`config.mk`:
```
export PLATFORM = sky130hd
export DESIGN_NAME = spi_xfer_ctrl_flat
export DESIGN_NICKNAME = d
export VERILOG_FILES = /design/src/rtl/spi_xfer_ctrl_if.sv /design/src/rtl/spi_xfer_ctrl.sv /design/src/flat_wrapper.sv
export SDC_FILE = /design/constraint.sdc
export NUM_CORES = 1
export LEC_CHECK = 0
export ABC_CLOCK_PERIOD_IN_PS = 3510
export CORE_ASPECT_RATIO = 1.4
export CORE_UTILIZATION = 30
export DETAILED_ROUTE_END_ITERATION = 8
export REMOVE_ABC_BUFFERS = 1
export SKIP_CTS_REPAIR_TIMING = 1
export SLEW_MARGIN = 20
export SYNTH_ARGS = -nofsm -noshare
export SYNTH_HDL_FRONTEND = slang
export SYNTH_SLANG_ARGS = --single-unit
```
`constraint.sdc`:
```
create_clock -name wb_clk -period 3.51 [get_ports wb_clk]
set_input_delay 0.5265 -clock wb_clk [delete_from_list [all_inputs] [get_ports wb_clk]]
set_output_delay 0.5265 -clock wb_clk [all_outputs]
set_load 0.02 [all_outputs]
```
`src/rtl/spi_xfer_ctrl_if.sv`:
```
// Bundle of the register-file side command/status signals and the SPI pin signals of the
// SPI transfer sequencer.
//   master : drives the command (go, divider, char_len, cpol, cpha, auto_ss, ss_sel, tx_data)
//            and miso; observes rx_data, busy, done, sclk, mosi, ss_n.
//   slave  : the sequencer itself, the mirror image of master.
interface spi_xfer_ctrl_if #(
    parameter int unsigned SS_W = 8
);
    logic            go;
    logic [15:0]     divider;
    logic [4:0]      char_len;
    logic            cpol;
    logic            cpha;
    logic            auto_ss;
    logic [SS_W-1:0] ss_sel;
    logic [31:0]     tx_data;
    logic [31:0]     rx_data;
    logic            busy;
    logic            done;
    logic            sclk;
    logic            mosi;
    logic            miso;
    logic [SS_W-1:0] ss_n;

    modport master (
        output go, divider, char_len, cpol, cpha, auto_ss, ss_sel, tx_data, miso,
        input  rx_data, busy, done, sclk, mosi, ss_n
    );

    modport slave (
        input  go, divider, char_len, cpol, cpha, auto_ss, ss_sel, tx_data, miso,
        output rx_data, busy, done, sclk, mosi, ss_n
    );
endinterface

```
`src/rtl/spi_xfer_ctrl.sv`:
```
// SPI master transfer sequencer. Captures a command on go, generates SCLK from a programmable
// half-period divider, shifts one character (1..32 bits, MSB first) out on mosi while shifting
// miso in, drives the slave selects and pulses done at the end.
// Ports:
//   wb_clk  : system clock, rising edge
//   reset_n : asynchronous active-low reset
//   bus     : spi_xfer_ctrl_if.slave (command/status and SPI pins)
module spi_xfer_ctrl #(
    parameter int unsigned SS_W = 8
) (
    input logic            wb_clk,
    input logic            reset_n,
    spi_xfer_ctrl_if.slave bus
);

    typedef enum logic [2:0] {StIdle, StSetup, StXfer, StHold, StDone} state_e;

    state_e          state_q;
    logic [15:0]     div_q;
    logic [15:0]     cnt_q;
    logic [5:0]      len_q;
    logic            cpol_q;
    logic            cpha_q;
    logic [SS_W-1:0] ss_n_q;
    logic [31:0]     tx_shift_q;
    logic [31:0]     rx_shift_q;
    logic [31:0]     rx_data_q;
    logic [6:0]      edge_cnt_q;
    logic            sclk_q;
    logic            mosi_q;
    logic            busy_q;
    logic            done_q;

    logic [5:0]  len_in;
    logic [31:0] tx_aligned;
    logic        strobe;
    logic        leading;
    logic        last_edge;
    logic        sample;
    logic        shift_out;

    always_comb begin
        len_in     = (bus.char_len == 5'd0) ? 6'd32 : {1'b0, bus.char_len};
        // Left-align so the first bit to send always sits in bit 31.
        tx_aligned = bus.tx_data << (6'd32 - len_in);
        strobe     = (cnt_q == 16'd0);
        // edge_cnt_q counts strobes already issued, so an even count means the next one is odd.
        leading    = ~edge_cnt_q[0];
        last_edge  = (edge_cnt_q == ({len_q, 1'b0} - 7'd1));
        sample     = strobe && (leading ^ cpha_q);
        shift_out  = strobe && (cpha_q ? leading : (~leading && ~last_edge));
    end

    always_ff @(posedge wb_clk or negedge reset_n) begin
        if (!reset_n) begin
            state_q    <= StIdle;
            div_q      <= '0;
            cnt_q      <= '0;
            len_q      <= '0;
            cpol_q     <= 1'b0;
            cpha_q     <= 1'b0;
            ss_n_q     <= '1;
            tx_shift_q <= '0;
            rx_shift_q <= '0;
            rx_data_q  <= '0;
            edge_cnt_q <= '0;
            sclk_q     <= 1'b0;
            mosi_q     <= 1'b0;
            busy_q     <= 1'b0;
            done_q     <= 1'b0;
        end else begin
            done_q <= 1'b0;
            if (state_q != StIdle && state_q != StDone) begin
                cnt_q <= strobe ? div_q : cnt_q - 16'd1;
            end
            case (state_q)
                StIdle: begin
                    sclk_q <= bus.cpol;
                    mosi_q <= 1'b0;
                    if (bus.go) begin
                        div_q      <= bus.divider;
                        cnt_q      <= bus.divider;
                        len_q      <= len_in;
                        cpol_q     <= bus.cpol;
                        cpha_q     <= bus.cpha;
                        ss_n_q     <= ~bus.ss_sel;
                        rx_shift_q <= '0;
                        edge_cnt_q <= '0;
                        busy_q     <= 1'b1;
                        state_q    <= StSetup;
                        // cpha=0 presents the first bit before the first edge.
                        if (bus.cpha) begin
                            tx_shift_q <= tx_aligned;
                        end else begin
                            mosi_q     <= tx_aligned[31];
                            tx_shift_q <= tx_aligned << 1;
                        end
                    end
                end
                StSetup: begin
                    sclk_q <= cpol_q;
                    if (strobe) begin
                        state_q <= StXfer;
                    end
                end
                StXfer: begin
                    if (sample) begin
                        rx_shift_q <= {rx_shift_q[30:0], bus.miso};
                    end
                    if (shift_out) begin
                        mosi_q     <= tx_shift_q[31];
                        tx_shift_q <= {tx_shift_q[30:0], 1'b0};
                    end
                    if (strobe) begin
                        sclk_q     <= ~sclk_q;
                        edge_cnt_q <= edge_cnt_q + 7'd1;
                        if (last_edge) begin
                            state_q <= StHold;
                        end
                    end
                end
                StHold: begin
                    sclk_q <= cpol_q;
                    if (strobe) begin
                        state_q   <= StDone;
                        busy_q    <= 1'b0;
                        done_q    <= 1'b1;
                        rx_data_q <= rx_shift_q;
                        ss_n_q    <= '1;
                        mosi_q    <= 1'b0;
                    end
                end
                StDone: begin
                    state_q <= StIdle;
                end
                default: begin
                    state_q <= StIdle;
                end
            endcase
        end
    end

    assign bus.sclk    = sclk_q;
    assign bus.mosi    = mosi_q;
    assign bus.busy    = busy_q;
    assign bus.done    = done_q;
    assign bus.rx_data = rx_data_q;
    // Manual select mode follows ss_sel live, independent of the sequencer.
    assign bus.ss_n    = bus.auto_ss ? ss_n_q : ~bus.ss_sel;

endmodule

```
`src/flat_wrapper.sv`:
```
// flat-port wrapper written by rule: the top's interface ports become plain ports
module spi_xfer_ctrl_flat 
#(
    parameter int unsigned SS_W = 8
)
  (wb_clk, reset_n, bus_go, bus_divider, bus_char_len, bus_cpol, bus_cpha, bus_auto_ss, bus_ss_sel, bus_tx_data, bus_miso, bus_rx_data, bus_busy, bus_done, bus_sclk, bus_mosi, bus_ss_n);
  spi_xfer_ctrl_if #(.SS_W(SS_W)) bus_i ();
  input logic wb_clk;
  input logic reset_n;
  input wire logic [$bits(bus_i.go)-1:0] bus_go;
  input wire logic [$bits(bus_i.divider)-1:0] bus_divider;
  input wire logic [$bits(bus_i.char_len)-1:0] bus_char_len;
  input wire logic [$bits(bus_i.cpol)-1:0] bus_cpol;
  input wire logic [$bits(bus_i.cpha)-1:0] bus_cpha;
  input wire logic [$bits(bus_i.auto_ss)-1:0] bus_auto_ss;
  input wire logic [$bits(bus_i.ss_sel)-1:0] bus_ss_sel;
  input wire logic [$bits(bus_i.tx_data)-1:0] bus_tx_data;
  input wire logic [$bits(bus_i.miso)-1:0] bus_miso;
  output wire logic [$bits(bus_i.rx_data)-1:0] bus_rx_data;
  output wire logic [$bits(bus_i.busy)-1:0] bus_busy;
  output wire logic [$bits(bus_i.done)-1:0] bus_done;
  output wire logic [$bits(bus_i.sclk)-1:0] bus_sclk;
  output wire logic [$bits(bus_i.mosi)-1:0] bus_mosi;
  output wire logic [$bits(bus_i.ss_n)-1:0] bus_ss_n;
  assign bus_i.go = bus_go;
  assign bus_i.divider = bus_divider;
  assign bus_i.char_len = bus_char_len;
  assign bus_i.cpol = bus_cpol;
  assign bus_i.cpha = bus_cpha;
  assign bus_i.auto_ss = bus_auto_ss;
  assign bus_i.ss_sel = bus_ss_sel;
  assign bus_i.tx_data = bus_tx_data;
  assign bus_i.miso = bus_miso;
  assign bus_rx_data = bus_i.rx_data;
  assign bus_busy = bus_i.busy;
  assign bus_done = bus_i.done;
  assign bus_sclk = bus_i.sclk;
  assign bus_mosi = bus_i.mosi;
  assign bus_ss_n = bus_i.ss_n;
  spi_xfer_ctrl #(.SS_W(SS_W)) u_core (.wb_clk(wb_clk), .reset_n(reset_n), .bus(bus_i));
endmodule
```
Word-level counts from Yosys, hierarchy flattened --
Index checks and enable logic that the tools add are counted.
Word-level totals: register bits 158, bits in latches 0, memory bits (writable) 0, bits in read-only memories 0, bits of input ports 68, output and inout port bits 44, logic and storage cells 96, memories kept 0
Cells by class: $add $sub $neg 4, $mul 0, divide/modulo/power cells 0, $lt $le $gt $ge 0, equality and inequality tests 12, shift-type cells 1, mux-type cells 37, bitwise logic cells 5, reductions and logical operators 22
Operators by type and width (count):
- $mux 32 | 5
- $pmux 32 s2 | 2
- $mux 16 | 4
- $shl 32x6->32 | 1
- $mux 8 | 3
- $logic_not 16->1 | 1
- $pmux 8 s2 | 1
- $sub 16x1->16 const B | 1
- $mux 3 | 5
- $reduce_and 3->1 | 5
- $mux 7 | 2
- $pmux 7 s2 | 1
- $ne 2x1->1 const B | 6
- $pmux 3 s4 | 1
- $mux 1 | 9
- $reduce_bool 3->1 | 3
- $not 8->8 | 1
- $add 7x1->7 const B | 1
- $eq 7x7->1 | 1
- $sub 7x1->7 const B | 1
- $eq 3x2->1 const B | 2
- $mux 6 | 1
- $pmux 1 s3 | 2
- $reduce_and 2->1 | 3
- 13 further kinds | 19

Longest topological paths before layout --
Gate-level depths: netlist of run 1.
depth after elaboration 8, gate-level depth with buffers 13, gate-level depth less buffers 9

Worst setup path before layout of run 1 --
OpenSTA, ideal clock, no wires.
kind input -> register, start point input port bus_char_len[0], end point register u_core.tx_shift_q[21], library setup time 130 ps, arrival 2877 ps, data required time 3380 ps, setup slack 503 ps, cell stages on the path 9, path buffers 2, cells stage by stage buf_6 inv_2 ha_1 buf_6 mux4_2 mux4_2 a2bb2o_4 a222oi_1 o21ai_1
Between the ends: longest elaborated chain between the ends 7
Ends and longest elaborated chain:
- start: declaration | line flat_wrapper.sv:12 | input wire logic [$bits(bus_i.char_len)-1:0] bus_char_len;
- $logic_not 5->1 | line spi_xfer_ctrl.sv:43 | len_in = (bus.char_len == 5'd0) ? 6'd32 : {1'b0, bus.char_len};
- $mux 6 (*) | line spi_xfer_ctrl.sv:43
- $sub 6x6->6 (*) | line spi_xfer_ctrl.sv:45 | tx_aligned = bus.tx_data << (6'd32 - len_in);
- $shl 32x6->32 (*) | line spi_xfer_ctrl.sv:45
- $mux 32 (*) | line spi_xfer_ctrl.sv:92 | if (bus.cpha) begin
- $mux 32 (*) | line spi_xfer_ctrl.sv:80 | if (bus.go) begin
- $pmux 32 s2 (*) | line spi_xfer_ctrl.sv:76 | case (state_q)
- end signal: assignment | line spi_xfer_ctrl.sv:93 | tx_shift_q <= tx_aligned;
- end signal: assignment | line spi_xfer_ctrl.sv:96 | tx_shift_q <= tx_aligned << 1;
- end signal: assignment | line spi_xfer_ctrl.sv:112 | tx_shift_q <= {tx_shift_q[30:0], 1'b0};
- end: declaration | line spi_xfer_ctrl.sv:25 | logic [31:0] tx_shift_q;
Every way passes the cells marked *; elsewhere a longest branch is shown, timed or not. The select of a mux whose other input is x is not followed. A chain may end at the register's enable or synchronous reset.

Worst setup path after layout of run 1 --
start point input port bus_char_len[1], end point register u_core.tx_shift_q[24]
The elaborated chain is that of the path after synthesis.

==> results.cfg, run 1 <==
[layout]
diodes = 0
areaGrowthSynthToFinish_pct = 25.1
nNetsFinal = 1285
layout.cells.non_filler = 1620
nFillCells = 3168
layout_commonest_cell = nand2_1
drive_gt1_frac = 0.139
mostFrequentLayoutCells = 317 x nand2_1, 150 x dfrtp_1, 109 x clkdlybuf4s50_1, 87 x o21ai_0, 80 x nor2_1

[sta]
fmax_mhz = 317
rsz0062_at_grt = no
worst_pin_slew_ns = 0.699
max_slew_margin = 0.534
drv_slew = 0
finalSetupViolations = 0
clock_skew_ns = 0.00788
min_period_ns = 3.15
period_share = 0.899
tns_ns = 0
hold_viol = 0

[drt]
via_per_inst = 5.25
drc_errors = 0
wl_per_cell_um = 16.6
via_count = 8507
drt_wl_total_um = 26900
ant_nets = 0
drt_pass1_iterations = 5
drt_iter0_drc = 502

[clocking]
cts_tree = done
htree_levels = 4
root_buffer = clkbuf_16
cts_buffer_depth = 2
cts_buffers = 17
path_clk_slew_ns = 0.06
clk-insertion-delay-late_ns = 0.44
cts_sinks = 158

[synthesis]
avgSynthCellArea_um2 = 8.79
synth_warnings = 0
synth_area_leaders = dfrtp_1 39%, nand2_1 12%, mux4_2 6.1%
synth_top_area_share = 0.391
synth-seq-cells = 158
syn-cell-area_mm2 = 0.00961
synthFlopType = dfrtp_1
synth_edf_count = 0
yosysUniqueCellTypes = 81
ys_seq_area_frac = 0.413
synth-async-reset-ratio = 1.00
synth_top_area_cell = dfrtp_1
syn-instance-count = 1093

[grt]
grt-ovfl-total = 0
grt_pass1_wl_um = 43500
grt_usage = 0.169
grt_max_degree = 70
antenna_found_initial = 0
grt_pass1_vias = 8210

[placed_design]
dp_hpwl_um = 19600
gp_congestion = 0.904
port-buffer-count = 111
place_inst = 1588

[pwr]
ir_drop_mv = 0.361
switchingPower_uw = 1320
pwr_density_cell_mw_per_mm2 = 412
pwr-share-seq = 0.397
internal-power_uw = 3630
p_leak_uw = 0.00534
pwr-share-comb = 0.189
p_clk_frac = 0.414
swShare = 0.267

[floorplan]
die-area_mm2 = 0.0328
die_y_um = 214
num_rows = 77
die_w_um = 153
initial_core_util = 0.305
core_area_mm2 = 0.0315
io_pins = 112

[setup_path]
cp_max_fo = 23
crit_arrival_ns = 3.45
crit_type = in2reg
reg2reg_slack_ns = 0.77
worstSetupEndpointType = flop
startpoint_type = input pin
cp.required_ns = 3.80

[flow_run]
cap_violations = 0

[run_status]
status = finished clean

[worst_hold_path]
min_path_type = in2async
## synth_stat cells, types with 10 or more instances
| cell type | count |
|---|---|
| a31oi_1 | 10 |
| nor3_1 | 16 |
| nand3_1 | 52 |
| nor2_1 | 80 |
| nand2_1 | 317 |
| dfrtp_1 | 150 |
| nand2b_1 | 10 |
| mux2_2 | 15 |
| clkbuf_1 | 41 |
| inv_1 | 15 |
| buf_2 | 17 |
| o22ai_1 | 12 |
| mux4_1 | 11 |
| o21ai_1 | 13 |
| mux4_2 | 26 |
| mux2i_1 | 21 |
| a21oi_1 | 41 |
| o21ai_0 | 87 |
## area by class of cell
class	count	area, um2	area share
flip-flops and latches	158	3960	0.330
clock buffers	19	443	0.0368
clock inverters	13	211	0.0176
repair buffers	174	1630	0.136
multi-input cells	844	5220	0.434
inverters	17	63.8	0.00531
well taps	395	494	0.0411
## per-layer routing
metal,wire length [um],vias up,track usage
li1,-,4100,-
met1,11300,4112,0.201
met2,13600,247,0.296
met3,972,48,0.0269
met4,989,0,0.0846
met5,0,-,0
## worst max-delay path, stage by stage
cell and delay [ns]:
clkdlybuf4s50_1 0.48, inv_1 0.05, ha_2 0.33, buf_12 0.18
mux4_1 0.65, mux2_2 0.32, a222oi_1 0.50, o32ai_1 0.20
nor3_2 0.13, a21oi_1 0.05
## power by group through the flow
| stage | registers [uW] | logic, uW | clock network [uW] |
|---|---|---|---|
| final | 1970 | 936 | 2050 |
| after global routing | 1980 | 1020 | 2170 |
| after CTS | 1960 | 938 | 2110 |
| after detailed placement | 2000 | 935 | 0 |
| after global placement | 1990 | 930 | 0 |
| after floorplan | 1980 | 520 | 0 |
## path summary, 6_finish.rpt
kind                                                    from                            endpoint  depth (start not counted)
setup / recovery                             bus_char_len[1]   u_core.tx_shift_q[24]$_DFFE_PN0P_                         10
min in group wb_clk        u_core.rx_shift_q[31]$_DFFE_PN0P_  u_core.bus.rx_data[31]$_DFFE_PN0P_                          2
hold reg to reg            u_core.rx_shift_q[31]$_DFFE_PN0P_  u_core.bus.rx_data[31]$_DFFE_PN0P_                          2
hold / removal                                       reset_n         u_core.div_q[4]$_DFFE_PN0P_                          1
max in group asynchronous                            reset_n   u_core.rx_shift_q[14]$_DFFE_PN0P_                          2
setup reg to reg                 u_core.len_q[0]$_DFFE_PN0P_    u_core.tx_shift_q[4]$_DFFE_PN0P_                          9
## metrics by stage
stage / area, um2 / setup WS, ns / total power [uW] / utilization / hold slack (ns)
detailed placement: 11400 / -0.0851 / 2930 / 0.361 / 0.456
floorplan: 9220 / -3.70 / 2500 / - / 0.231
global placement: 11400 / -0.0670 / 2920 / 0.361 / 0.452
CTS: 12000 / 0.380 / 5010 / 0.382 / 0.108
global route: 12000 / 0.216 / 5160 / 0.382 / 0.143
finish: 12000 / 0.355 / 4950 / 0.382 / 0.0911
## state kept, by name, summed over array words and instances, names as in the netlist, 6 cells and up
register            count
u_core.bus.rx_data     32
u_core.div_q           16
u_core.cnt_q           16
u_core.rx_shift_q      32
u_core.edge_cnt_q       7
u_core.len_q            6
u_core.tx_shift_q      32
u_core.ss_n_q           8
## cell families after synthesis
family / count (synthesis) / share of synthesized area
buffers and inverters: 91 / 0.0465
DFF: 158 / 0.413
adders and majority gates: 5 / 0.00651
and+or+nand+nor: 518 / 0.235
muxes: 74 / 0.132
xor gates and xnor gates: 16 / 0.0165
AOI/OAI and AO/OA: 231 / 0.152
Power figures use the tool's default switching activity.
==> run 2: changes to the inputs <==
ABC_CLOCK_PERIOD_IN_PS = 3100   (was 3510)
clock period = 3.1 ns   (was 3.51 ns; I/O delays follow)
==> results.cfg, run 2 (synthesis gave the netlist of run 1 again) <==
[setup_path]
crit_chain = clkdlybuf4s50_1 -> inv_1 -> ha_2 -> buf_12 -> buf_4 -> mux4_2 -> mux2_2 -> o21ai_0 -> buf_4 -> o32ai_1 -> a211oi_1 -> o21ai_0
crit_arrival_ns = 3.27
slowest_delay_ns = 0.48
cp_max_fo = 28
crit_path_top_delay_cell = clkdlybuf4s50_1
reg2reg_slack_ns = 0.43
worstSetupEndpointType = flop
startpoint_type = input pin
crit_type = in2reg
cp.required_ns = 3.41

[grt]
antenna_found_initial = 0
grt_pass1_vias = 8673
grt-ovfl-total = 0
grt_usage = 0.178
grt_pass1_wl_um = 46000
grt_max_degree = 67

[sta]
clock_skew_ns = 0.0152
max_slew_margin = 0.498
fmax_mhz = 337
hold_viol = 0
whs_ns = 0.00741
worst_pin_slew_ns = 0.749
period_share = 0.957
drv_slew = 0
rsz0062_at_grt = no
finalSetupViolations = 0
tns_ns = 0
min_period_ns = 2.97

[clocking]
path_clk_slew_ns = 0.07
cts_buffer_depth = 2
htree_levels = 4
root_buffer = clkbuf_16
clk-insertion-delay-late_ns = 0.44
cts_tree = done
cts_buffers = 17
cts_sinks = 158

[floorplan]
initial_core_util = 0.305
die_w_um = 153
num_rows = 77
die-area_mm2 = 0.0328
core_area_mm2 = 0.0315
die_y_um = 214
io_pins = 112

[drt]
wl_per_cell_um = 16.7
via_count = 8642
drc_errors = 0
drt_wl_total_um = 27600
drt_iter0_drc = 473
via_per_inst = 5.24
drt_pass1_iterations = 6
ant_nets = 0

[layout]
nNetsFinal = 1316
drive_gt1_frac = 0.159
layout_commonest_cell = nand2_1
finalInstanceArea_mm2 = 0.0122
mostFrequentLayoutCells = 317 x nand2_1, 150 x dfrtp_1, 109 x clkdlybuf4s50_1, 87 x o21ai_0, 87 x buf_4
diodes = 0
areaGrowthSynthToFinish_pct = 26.8

[placed_design]
dp_hpwl_um = 20400
dpl-instance-area_mm2 = 0.0116
gp_congestion = 0.904
port-buffer-count = 111

[pwr]
pwr_density_cell_mw_per_mm2 = 436
swShare = 0.279
switchingPower_uw = 1480
pwr-share-seq = 0.419
ir_drop_mv = 0.392
internal-power_uw = 3830
pwr-share-comb = 0.210
p_clk_frac = 0.371
p_leak_uw = 0.00544

[run_status]
status = finished clean

[flow_run]
cap_violations = 0

[worst_hold_path]
min_path_type = in2async
## run 2: metal layers
metal	global-route usage	vias to the layer above	share of wire
li1	-	4177	-
met1	0.202	4163	0.40
met2	0.321	232	0.51
met3	0.0265	70	0.035
met4	0.104	0	0.048
met5	0	-	0
## run 2: power by group through the flow
stage	combinational (uW)	clock, uW	sequential, uW
after global placement	1110	0	2260
after floorplan	589	0	2240
after detailed placement	1110	0	2260
after CTS	1120	2040	2220
after global routing	1220	2130	2240
final	1120	1970	2230
## run 2: layout make-up
class | instances | area, um2
Inverter | 17 | 63.8
Tap cell | 395 | 494
Sequential cell | 158 | 3960
Timing Repair Buffer | 205 | 1900
Clock inverter | 11 | 91.3
Multi-Input combinational cell | 844 | 5210
Clock buffer | 20 | 457
Fill cell | 3239 | 19300
## run 2: per-stage QoR
step                      power, uW  instances  setup slack (ns)  utilization
after floorplan                2830       1019             -4.11            -
after global placement         3370       1619            -0.343        0.369
after detailed placement       3370       1619            -0.356        0.369
after CTS                      5380       1650             0.114        0.387
after global routing           5580       1650           0.00749        0.387
final                          5320       1650             0.135        0.387
## run 2: worst paths after layout
| path | from | to | depth (start not counted) |
|---|---|---|---|
| max | bus_char_len[1] | u_core.tx_shift_q[23]$_DFFE_PN0P_ | 12 |
| min | reset_n | u_core.div_q[5]$_DFFE_PN0P_ | 1 |
| max reg2reg | u_core.cnt_q[0]$_DFF_PN0_ | u_core.tx_shift_q[24]$_DFFE_PN0P_ | 10 |
| min reg2reg | u_core.bus.rx_data[29]$_DFFE_PN0P_ | u_core.bus.rx_data[29]$_DFFE_PN0P_ | 2 |
| max in group asynchronous | reset_n | u_core.ss_n_q[4]$_DFFE_PN1P_ | 2 |
| min in group wb_clk | u_core.bus.rx_data[29]$_DFFE_PN0P_ | u_core.bus.rx_data[29]$_DFFE_PN0P_ | 2 |
## run 2: critical path, delay by kind of cell
kind                     cells  cell delay, ns
buffers and inverters        5            1.05
multiplexers                 2            0.78
AO/OA/AOI/OAI                4            0.63
adder cells (fa/ha/maj)      1            0.33
